$ cat src/rtl/fetch_sequencer_if.sv
// Fetch-side bus bundle: instruction-memory port, decode handshake, redirect input.
// Latency: none (wires only).
// Backpressure: out_ready from decode throttles out_valid/out_instr/out_pc.
interface fetch_sequencer_if #(
    parameter int ADDR_W = 6,
    parameter int DATA_W = 32
);
    // Instruction memory (combinational read)
    logic [ADDR_W-1:0] imem_addr;
    logic [DATA_W-1:0] imem_data;

    // Decode handshake
    logic              out_valid;
    logic              out_ready;
    logic [DATA_W-1:0] out_instr;
    logic [ADDR_W-1:0] out_pc;

    // Branch/jump redirect
    logic              redir_valid;
    logic [ADDR_W-1:0] redir_pc;

    // Sequencer side
    modport master (
        output imem_addr,
        input  imem_data,
        output out_valid,
        input  out_ready,
        output out_instr,
        output out_pc,
        input  redir_valid,
        input  redir_pc
    );

    // Memory / decode / branch-unit side
    modport slave (
        input  imem_addr,
        output imem_data,
        input  out_valid,
        output out_ready,
        input  out_instr,
        input  out_pc,
        output redir_valid,
        output redir_pc
    );
endinterface

$ cat src/rtl/fetch_sequencer.sv
// Instruction-fetch sequencer: owns the PC, reads imem, buffers words in a small FIFO for decode.
// Latency: start/redirect sampled at an edge -> PC updated at that edge -> word fetched and valid after the next edge.
// Backpressure: fetch stalls (PC holds) while the FIFO is full and decode does not pop; head holds while !out_ready.
module fetch_sequencer #(
    parameter int ADDR_W   = 6,
    parameter int DATA_W   = 32,
    parameter int RESET_PC = 0,
    parameter int PROG_LEN = 10,
    parameter int DEPTH    = 2
) (
    input  logic              clk,
    input  logic              rst_n,
    input  logic              start,
    fetch_sequencer_if.master bus,
    output logic              done,
    output logic              err
);

    localparam int PTR_W = $clog2(DEPTH);
    localparam int CNT_W = PTR_W + 1;

    localparam logic [ADDR_W-1:0] RESET_ADDR = ADDR_W'(RESET_PC);
    localparam logic [ADDR_W-1:0] LAST_PC    = ADDR_W'(PROG_LEN - 1);
    // One extra bit so PROG_LEN == 2^ADDR_W still compares correctly
    localparam logic [ADDR_W:0]   PROG_LEN_X = (ADDR_W + 1)'(PROG_LEN);
    localparam logic [CNT_W-1:0]  DEPTH_C    = CNT_W'(DEPTH);

    typedef enum logic [1:0] {
        S_IDLE  = 2'd0,
        S_FETCH = 2'd1,
        S_DRAIN = 2'd2,
        S_DONE  = 2'd3
    } state_t;

    state_t             state_q, state_d;
    logic [ADDR_W-1:0]  pc_q, pc_d;
    logic [CNT_W-1:0]   cnt_q, cnt_d;
    logic [PTR_W-1:0]   wr_ptr_q, wr_ptr_d;
    logic [PTR_W-1:0]   rd_ptr_q, rd_ptr_d;
    logic [DATA_W-1:0]  mem_instr_q [DEPTH];
    logic [DATA_W-1:0]  mem_instr_d [DEPTH];
    logic [ADDR_W-1:0]  mem_pc_q    [DEPTH];
    logic [ADDR_W-1:0]  mem_pc_d    [DEPTH];
    logic               out_valid_q, out_valid_d;
    logic               done_q, done_d;
    logic               err_q, err_d;

    logic               redir_acc;
    logic               redir_ok;
    logic               pop;
    logic               fetch;

    // Per-cycle event decode; a taken redirect overrides both pop and fetch
    always_comb begin
        redir_acc = bus.redir_valid && ((state_q == S_FETCH) || (state_q == S_DRAIN));
        redir_ok  = ({1'b0, bus.redir_pc} < PROG_LEN_X);
        pop       = out_valid_q && bus.out_ready && !redir_acc;
        fetch     = (state_q == S_FETCH) && !redir_acc && ((cnt_q != DEPTH_C) || pop);
    end

    // FIFO storage, pointers and occupancy
    always_comb begin
        mem_instr_d = mem_instr_q;
        mem_pc_d    = mem_pc_q;
        wr_ptr_d    = wr_ptr_q;
        rd_ptr_d    = rd_ptr_q;
        cnt_d       = cnt_q;

        if (redir_acc) begin
            // Flush: the head decode saw this cycle is dropped, not consumed
            wr_ptr_d = '0;
            rd_ptr_d = '0;
            cnt_d    = '0;
        end else begin
            if (fetch) begin
                mem_instr_d[wr_ptr_q] = bus.imem_data;
                mem_pc_d[wr_ptr_q]    = pc_q;
                wr_ptr_d              = wr_ptr_q + PTR_W'(1);
            end
            if (pop) begin
                rd_ptr_d = rd_ptr_q + PTR_W'(1);
            end
            cnt_d = cnt_q + CNT_W'(fetch) - CNT_W'(pop);
        end
    end

    // Sequencer FSM: next state, PC and sticky error
    always_comb begin
        state_d = state_q;
        pc_d    = pc_q;
        err_d   = err_q;

        unique case (state_q)
            S_IDLE: begin
                if (start) begin
                    state_d = S_FETCH;
                    pc_d    = RESET_ADDR;
                end
            end
            S_FETCH: begin
                if (redir_acc) begin
                    if (redir_ok) begin
                        pc_d    = bus.redir_pc;
                        state_d = S_FETCH;
                    end else begin
                        err_d   = 1'b1;
                        state_d = S_DONE;
                    end
                end else if (fetch) begin
                    pc_d = pc_q + ADDR_W'(1);
                    // Last program word is now in the FIFO; stop fetching
                    if (pc_q == LAST_PC) begin
                        state_d = S_DRAIN;
                    end
                end
            end
            S_DRAIN: begin
                if (redir_acc) begin
                    if (redir_ok) begin
                        pc_d    = bus.redir_pc;
                        state_d = S_FETCH;
                    end else begin
                        err_d   = 1'b1;
                        state_d = S_DONE;
                    end
                end else if (cnt_d == '0) begin
                    state_d = S_DONE;
                end
            end
            S_DONE: begin
                if (start) begin
                    state_d = S_FETCH;
                    pc_d    = RESET_ADDR;
                end
            end
            default: begin
                state_d = S_IDLE;
            end
        endcase
    end

    // Registered status outputs follow next-state values so they align with the state
    always_comb begin
        out_valid_d = (cnt_d != '0);
        done_d      = (state_d == S_DONE);
    end

    // State and datapath registers
    always_ff @(posedge clk or negedge rst_n) begin
        if (!rst_n) begin
            state_q     <= S_IDLE;
            pc_q        <= RESET_ADDR;
            cnt_q       <= '0;
            wr_ptr_q    <= '0;
            rd_ptr_q    <= '0;
            mem_instr_q <= '{default: '0};
            mem_pc_q    <= '{default: '0};
            out_valid_q <= 1'b0;
            done_q      <= 1'b0;
            err_q       <= 1'b0;
        end else begin
            state_q     <= state_d;
            pc_q        <= pc_d;
            cnt_q       <= cnt_d;
            wr_ptr_q    <= wr_ptr_d;
            rd_ptr_q    <= rd_ptr_d;
            mem_instr_q <= mem_instr_d;
            mem_pc_q    <= mem_pc_d;
            out_valid_q <= out_valid_d;
            done_q      <= done_d;
            err_q       <= err_d;
        end
    end

    // Output drive: imem address is the PC, decode sees the FIFO head
    always_comb begin
        bus.imem_addr = pc_q;
        bus.out_valid = out_valid_q;
        bus.out_instr = mem_instr_q[rd_ptr_q];
        bus.out_pc    = mem_pc_q[rd_ptr_q];
        done          = done_q;
        err           = err_q;
    end

endmodule

$ cat src/flat_wrapper.sv
// flat-port wrapper written by rule: the top's interface ports become plain ports
module fetch_sequencer_flat 
#(
    parameter int ADDR_W   = 6,
    parameter int DATA_W   = 32,
    parameter int RESET_PC = 0,
    parameter int PROG_LEN = 10,
    parameter int DEPTH    = 2
)
  (clk, rst_n, start, done, err, bus_imem_addr, bus_imem_data, bus_out_valid, bus_out_ready, bus_out_instr, bus_out_pc, bus_redir_valid, bus_redir_pc);
  fetch_sequencer_if #(.ADDR_W(ADDR_W), .DATA_W(DATA_W)) bus_i ();
  input  logic clk;
  input  logic rst_n;
  input  logic start;
  output logic done;
  output logic err;
  output wire logic [$bits(bus_i.imem_addr)-1:0] bus_imem_addr;
  input wire logic [$bits(bus_i.imem_data)-1:0] bus_imem_data;
  output wire logic [$bits(bus_i.out_valid)-1:0] bus_out_valid;
  input wire logic [$bits(bus_i.out_ready)-1:0] bus_out_ready;
  output wire logic [$bits(bus_i.out_instr)-1:0] bus_out_instr;
  output wire logic [$bits(bus_i.out_pc)-1:0] bus_out_pc;
  input wire logic [$bits(bus_i.redir_valid)-1:0] bus_redir_valid;
  input wire logic [$bits(bus_i.redir_pc)-1:0] bus_redir_pc;
  assign bus_imem_addr = bus_i.imem_addr;
  assign bus_i.imem_data = bus_imem_data;
  assign bus_out_valid = bus_i.out_valid;
  assign bus_i.out_ready = bus_out_ready;
  assign bus_out_instr = bus_i.out_instr;
  assign bus_out_pc = bus_i.out_pc;
  assign bus_i.redir_valid = bus_redir_valid;
  assign bus_i.redir_pc = bus_redir_pc;
  fetch_sequencer #(.ADDR_W(ADDR_W), .DATA_W(DATA_W), .RESET_PC(RESET_PC), .PROG_LEN(PROG_LEN), .DEPTH(DEPTH)) u_core (.clk(clk), .rst_n(rst_n), .start(start), .bus(bus_i), .done(done), .err(err));
endmodule
$ cat config.mk
export PLATFORM = sky130hd
export DESIGN_NAME = fetch_sequencer_flat
export DESIGN_NICKNAME = d
export VERILOG_FILES = /design/src/rtl/fetch_sequencer_if.sv /design/src/rtl/fetch_sequencer.sv /design/src/flat_wrapper.sv
export SDC_FILE = /design/constraint.sdc
export NUM_CORES = 1
export LEC_CHECK = 0
export CAP_MARGIN = 10
export CORE_UTILIZATION = 55
export CTS_CLUSTER_DIAMETER = 50
export DETAILED_ROUTE_END_ITERATION = 7
export GPL_TIMING_DRIVEN = 0
export HOLD_SLACK_MARGIN = 0.03
export PLACE_DENSITY_LB_ADDON = 0.2
export SKIP_LAST_GASP = 1
export SLEW_MARGIN = 40
export SYNTH_ARGS = -nofsm -noshare
export SYNTH_HDL_FRONTEND = slang
export SYNTH_SLANG_ARGS = --single-unit
$ cat constraint.sdc
create_clock -name clk -period 3.94 [get_ports clk]
set_input_delay 0.394 -clock clk [delete_from_list [all_inputs] [get_ports clk]]
set_output_delay 0.394 -clock clk [all_outputs]
set_load 0.1 [all_outputs]
==> flow_summary.json, run 1 <==
{
  "synth_area_leaders": "dfrtp_1 (52%), mux2_2 (19%), mux2_4 (12%)",
  "cts_tree": "built",
  "whs_ps": 468,
  "arrival_ps": 2860,
  "min_path_cells": 1,
  "ant_nets": 0,
  "top_layer": "met4",
  "die_h_um": 91.6,
  "rows": 32,
  "synth.area.mux_share": 0.316,
  "n_antenna_cell": 0,
  "grt_overflow": 0,
  "start_util": 0.571,
  "clk_pin_slew_ps": 90,
  "timing.fmax_mhz": 378,
  "setup_viol": 0,
  "numCtsBuffers": 9,
  "synth-xor-area-share": 0.00793,
  "start_kind": "flip-flop",
  "cp-end-kind": "flip-flop",
  "drive_gt1_frac": 0.461,
  "drt-vias-per-instance": 5.41,
  "grt_use_total": 0.221,
  "nets": 469,
  "synth_seq_cells": 91,
  "via_count": 2852,
  "synth_edf_count": 0,
  "met2_length_um": 4200,
  "synth_top_area_frac": 0.516,
  "synth_nets": 367,
  "gp_congestion": 0.879,
  "antenna_found_initial": 0,
  "seq_area_frac_synth": 0.516,
  "fin_worst_skew_ps": 15.9,
  "period_minus_slack_ps": 2640,
  "grt_pass1_vias": 2939,
  "syn-cell-area_um2": 4420,
  "ys_types": 48,
  "pin_count": 90,
  "synthAdderAreaFrac": 0.0170,
  "wirelength_met1_um": 4060,
  "dieArea_um2": 8390,
  "slew_headroom": 0.555,
  "drtPass1Iterations": 4,
  "max_cap_viol_count": 0,
  "routedWlPerCell_um": 16.4,
  "hold_violations": 0,
  "syn_to_final_growth_pct": 22.6,
  "wl_met3_um": 302,
  "clock_latency_ps": 350,
  "reg2reg_depth": 12,
  "crit_type": "reg -> reg",
  "yosys.area_share.simple": 0.0510,
  "cts_buffer_depth": 2,
  "drtIter0Drc": 101,
  "async_flop_share": 1.00,
  "crit_fanout": 10,
  "ys.flop_type": "dfrtp_1",
  "synth.largest_area_cell": "dfrtp_1",
  "nFillCells": 551,
  "grt_max_degree": 59,
  "drv_slew": 0,
  "grt_pass1_wl_um": 14500,
  "final_util": 0.700,
  "post_cts_buffers": 0,
  "cts_root_buffer": "clkbuf_8",
  "avgSynthCellArea_um2": 13.9,
  "hold_path.class": "reg -> reg",
  "synth_top_family_by_area": "multiplexers",
  "drc": 0,
  "status": "complete, no violations",
  "hpwl_um": 6050,
  "required_ps": 4160,
  "rsz0062_at_grt": "false",
  "ys_warn_count": 0,
  "fin_crit_sh": 0.671,
  "tightest_slew_ps": 667,
  "die_w_um": 91.6,
  "synth_compound_area_frac": 0.0584,
  "io_buffers": 89,
  "clock_sinks": 91,
  "coreArea_um2": 7730,
  "routed_wl_um": 8650,
  "syn-instance-count": 318,
  "cts-htree-levels": 3
}
-- layout make-up --
class	count	area [um2]	area share
Inverter	10	37.5	0.00693
Clock inverter	6	47.5	0.00878
Buffer	15	111	0.0206
Sequential cell	91	2280	0.421
Multi-Input combinational cell	202	1990	0.368
Timing Repair Buffer	91	694	0.128
Tap cell	102	128	0.0236
Clock buffer	10	128	0.0236
-- synthesized netlist by cell type, types with 3 or more instances --
cell type and number:
mux2_4 36, a21oi_1 12, o21ai_0 5, dfrtp_1 91, inv_1 9, buf_6 6, nor2_1 9, nand2_1 12
o211ai_1 3, ha_1 6, mux2_2 75, clkbuf_1 4, nor4_1 3
-- worst max-delay path: stages, from the launching register on --
cell and delay, ps:
dfrtp_1 440, ha_1 390, nor2b_4 170, buf_4 180, nor2_1 60, ha_1 270
inv_1 40, ha_1 180, xnor2_1 180, xnor2_1 160, nor2_1 70, nor3_1 250
a211oi_1 120
-- timing repair --
item / in CTS / in global routing
hold endpoints to repair: 33 / 0
hold buffers: 1 / 0
gates resized for setup: 0 / 0
-- worst paths after layout --
path / from / endpoint / slack (ps)
min in group asynchronous: rst_n / u_core.mem_instr_q[10]$_DFFE_PN0P_ / 480
worst max register to register: u_core.state_q[1]$_DFF_PN0_ / u_core.done$_DFF_PN0_ / 1300
worst max-delay path: u_core.state_q[1]$_DFF_PN0_ / u_core.done$_DFF_PN0_ / 1300
max in group asynchronous: rst_n / u_core.mem_pc_q[11]$_DFFE_PN0P_ / 2870
worst min-delay path: u_core.err$_DFFE_PN0P_ / u_core.err$_DFFE_PN0P_ / 470
worst min register to register: u_core.err$_DFFE_PN0P_ / u_core.err$_DFFE_PN0P_ / 470
-- metal layers --
metal  vias to the layer above  global-route usage
li1                       1336                   -
met1                      1438               0.300
met2                        70               0.365
met3                         8              0.0343
met4                         0              0.0714
met5                         -                   0
-- through the flow --
stage / setup TNS, ps / instance area, um2 / instances / worst slack [ps]
2_1_floorplan: 0 / 4420 / 318 / 1460
3_3_place_gp: -73530 / 5430 / 509 / -815
3_5_place_dp: 0 / 5230 / 510 / 1200
4_1_cts: 0 / 5410 / 527 / 1280
5_1_grt: 0 / 5410 / 527 / 1090
6_report: 0 / 5410 / 527 / 1300
-- sequential cells by signal, indices dropped and copies added, names as in the netlist --
| signal | count |
|---|---|
| u_core.mem_instr_q | 64 |
| u_core.mem_pc_q | 12 |
| u_core.bus.imem_addr | 6 |
| u_core.cnt_q | 2 |
| u_core.state_q | 2 |
| u_core.bus.out_valid | 1 |
| u_core.done | 1 |
| u_core.err | 1 |
| u_core.rd_ptr_q | 1 |
| u_core.wr_ptr_q | 1 |
-- layout by cell type, fill, tap and decap left out, types with 2 or more instances in the layout --
| cell | count |
|---|---|
| a21oi_1 | 12 |
| nand4_1 | 2 |
| nand2_1 | 12 |
| and2_1 | 2 |
| o211ai_1 | 3 |
| nand2_2 | 2 |
| o21ai_0 | 5 |
| nor3_1 | 2 |
| mux2_4 | 36 |
| xnor2_1 | 2 |
| dfrtp_1 | 91 |
| clkdlybuf4s50_1 | 41 |
| ha_1 | 6 |
| clkbuf_8 | 9 |
| mux2_2 | 75 |
| nor2_1 | 9 |
| inv_1 | 9 |
| xor2_1 | 2 |
| nand3_1 | 2 |
| o22a_1 | 2 |
| buf_4 | 2 |
| inv_6 | 3 |
| clkbuf_1 | 5 |
| buf_6 | 7 |
| buf_2 | 49 |
| or2_2 | 2 |
| nor4_1 | 3 |
| a21o_1 | 2 |
-- logic make-up after synthesis --
logic type / count (synthesis)
AND/OR/NAND/NOR: 43
buffers and inverters: 25
adder cells (fa/ha/maj): 6
AO/OA/AOI/OAI: 37
flip-flops: 91
XOR/XNOR: 4
multiplexers: 112
Power of run 1 is not shown: default switching activity piles up to over one toggle a cycle in this logic, so the estimate is an artifact.
==> run 2: changes to the inputs <==
--- a/config.mk
+++ b/config.mk
@@ -6,7 +6,7 @@
 export NUM_CORES = 1
 export LEC_CHECK = 0
 export CAP_MARGIN = 10
-export CORE_UTILIZATION = 55
+export CORE_UTILIZATION = 52
 export CTS_CLUSTER_DIAMETER = 50
 export DETAILED_ROUTE_END_ITERATION = 7
 export GPL_TIMING_DRIVEN = 0
==> constraint.sdc (replaced) <==
create_clock -name clk -period 2.55 [get_ports clk]
set_input_delay 0.255 -clock clk [delete_from_list [all_inputs] [get_ports clk]]
set_output_delay 0.255 -clock clk [all_outputs]
set_load 0.1 [all_outputs]
==> run 2 against run 1 <==
Compared with the run above: hold slack worse by 120 ps; count of clock-buffer cells in the layout unchanged; sequential cell count did not move; worst setup slack worse by 1200 ps; clock skew shrank 2.3 ps; cell area grew 2.6%; die area increased by 5.6%; global-route usage decreased by 1.0 points; via count increased by 1.0%; first-iteration DRC count up 17%; critical path depth decreased by 8.
==> flow_summary.json, run 2 (synthesized netlist as in run 1, its figures left out) <==
{
  "status": "complete, no violations",
  "period_minus_slack_ps": 2420,
  "die_h_um": 94.2,
  "top_register": "u_core.mem_instr_q",
  "start_util": 0.537,
  "crit_path_end": "bus_out_instr[16]",
  "grt_use_total": 0.211,
  "coreArea_um2": 8220,
  "cp_cell_sequence": "buf_2 > buf_1 > mux2_2 > buf_2",
  "nets": 475,
  "cts_root_buffer": "clkbuf_8",
  "antenna_found_initial": 0,
  "routed_wl_um": 8810,
  "cp_slowest_stage_delay_ps": 480,
  "numCtsBuffers": 9,
  "max_cap_viol_count": 0,
  "cts_buffer_depth": 2,
  "cts-htree-levels": 3,
  "cts_tree": "built",
  "timing.fmax_mhz": 413,
  "r2r-end": "u_core.state_q[1]$_DFF_PN0_",
  "clk_pin_slew_ps": 100,
  "via_count": 2881,
  "die_w_um": 94.2,
  "grt_max_degree": 56,
  "routedWlPerCell_um": 16.4,
  "drive_gt1_frac": 0.490,
  "grt_overflow": 0,
  "drv_slew": 0,
  "cp-end-kind": "primary output",
  "hold_violations": 0,
  "crit_start": "u_core.rd_ptr_q$_DFFE_PN0P_",
  "drtIter0Drc": 118,
  "clock_sinks": 91,
  "setup_viol": 0,
  "n_antenna_cell": 0,
  "reg2reg_depth": 13,
  "layout_commonest_cell": "dfrtp_1",
  "fin_worst_skew_ps": 13.6,
  "rrSetupSlack_ps": 140,
  "fin_crit_sh": 0.949,
  "grt_pass1_wl_um": 14300,
  "drtPass1Iterations": 4,
  "r2r_start": "u_core.state_q[0]$_DFF_PN0_",
  "pin_count": 90,
  "rows": 33,
  "crit_slowest_cell": "buf_1",
  "final_util": 0.676,
  "hold_path.class": "in -> async",
  "hpwl_um": 6130,
  "drc": 0,
  "slew_headroom": 0.551,
  "clock_latency_ps": 360,
  "arrival_ps": 2170,
  "dieArea_um2": 8860,
  "gp_congestion": 0.855,
  "tightest_slew_ps": 674,
  "syn_to_final_growth_pct": 25.8,
  "layout_common_cells": "dfrtp_1 (91), mux2_2 (75), buf_2 (49)",
  "cp_common_cell": "buf_2",
  "grt_pass1_vias": 2864,
  "crit_fanout": 10,
  "required_ps": 2300,
  "largest_reg_flops": 64,
  "ant_nets": 0,
  "start_kind": "flip-flop",
  "io_buffers": 89,
  "drt-vias-per-instance": 5.38,
  "crit_type": "reg -> out"
}
## run 2: worst max-delay path, delay by kind of cell, from the launching register on
kind,cells,cell delay [ps]
muxes,1,410
DFF,1,370
buffers and inverters,3,1040
## run 2: cell type report
cell class | instances | area, um2
Fill cell | 640 | 2660
Inverter | 10 | 37.5
Multi-Input combinational cell | 202 | 2050
Clock buffer | 10 | 128
Timing Repair Buffer | 97 | 739
Tap cell | 105 | 131
Sequential cell | 91 | 2280
Clock inverter | 6 | 73.8
Buffer | 15 | 115
## run 2: per-stage QoR
step | worst slack (ps) | instances | TNS, ps | hold WS, ps | cell area [um2]
4_1_cts | 10.3 | 530 | 0 | 355 | 5450
2_1_floorplan | 67.4 | 318 | 0 | -40.6 | 4420
5_1_grt | -7.69 | 536 | -7.69 | 369 | 5550
3_3_place_gp | -2070 | 512 | -190020 | 442 | 5440
6_report | 129 | 536 | 0 | 352 | 5550
3_5_place_dp | -93.8 | 513 | -239 | 183 | 5230
## run 2: layer usage
metal	vias to the layer above	global-route usage	part of all wire
met5	-	0	0
met4	0	0.0538	0.0088
met3	6	0.0526	0.052
met2	83	0.346	0.49
met1	1444	0.278	0.45
li1	1348	-	-
## run 2: how the worst min path moves through the flow
stage | to | depth (start not counted) | slack, ps | startpoint
after floorplan | u_core.bus.imem_addr[0]$_DFFE_PN0P_ | 0 | -40 | rst_n
final | u_core.mem_instr_q[8]$_DFFE_PN0P_ | 2 | 350 | rst_n
after detailed placement | u_core.mem_instr_q[9]$_DFFE_PN0P_ | 1 | 180 | rst_n
after CTS | u_core.mem_instr_q[9]$_DFFE_PN0P_ | 2 | 360 | rst_n
after global routing | u_core.mem_instr_q[9]$_DFFE_PN0P_ | 2 | 370 | rst_n
after global placement | u_core.err$_DFFE_PN0P_ | 1 | 440 | u_core.err$_DFFE_PN0P_
## run 2: what timing repair did
action,4_1_cts,5_1_grt
cloned,0,0
setup buffers,0,6
hold buffers,1,0
hold endpoints to repair,36,0
gates resized for setup,2,11
endpoints found under the setup margin,3,3
pin swaps,0,4
Power of run 2 is left out for the same reason.
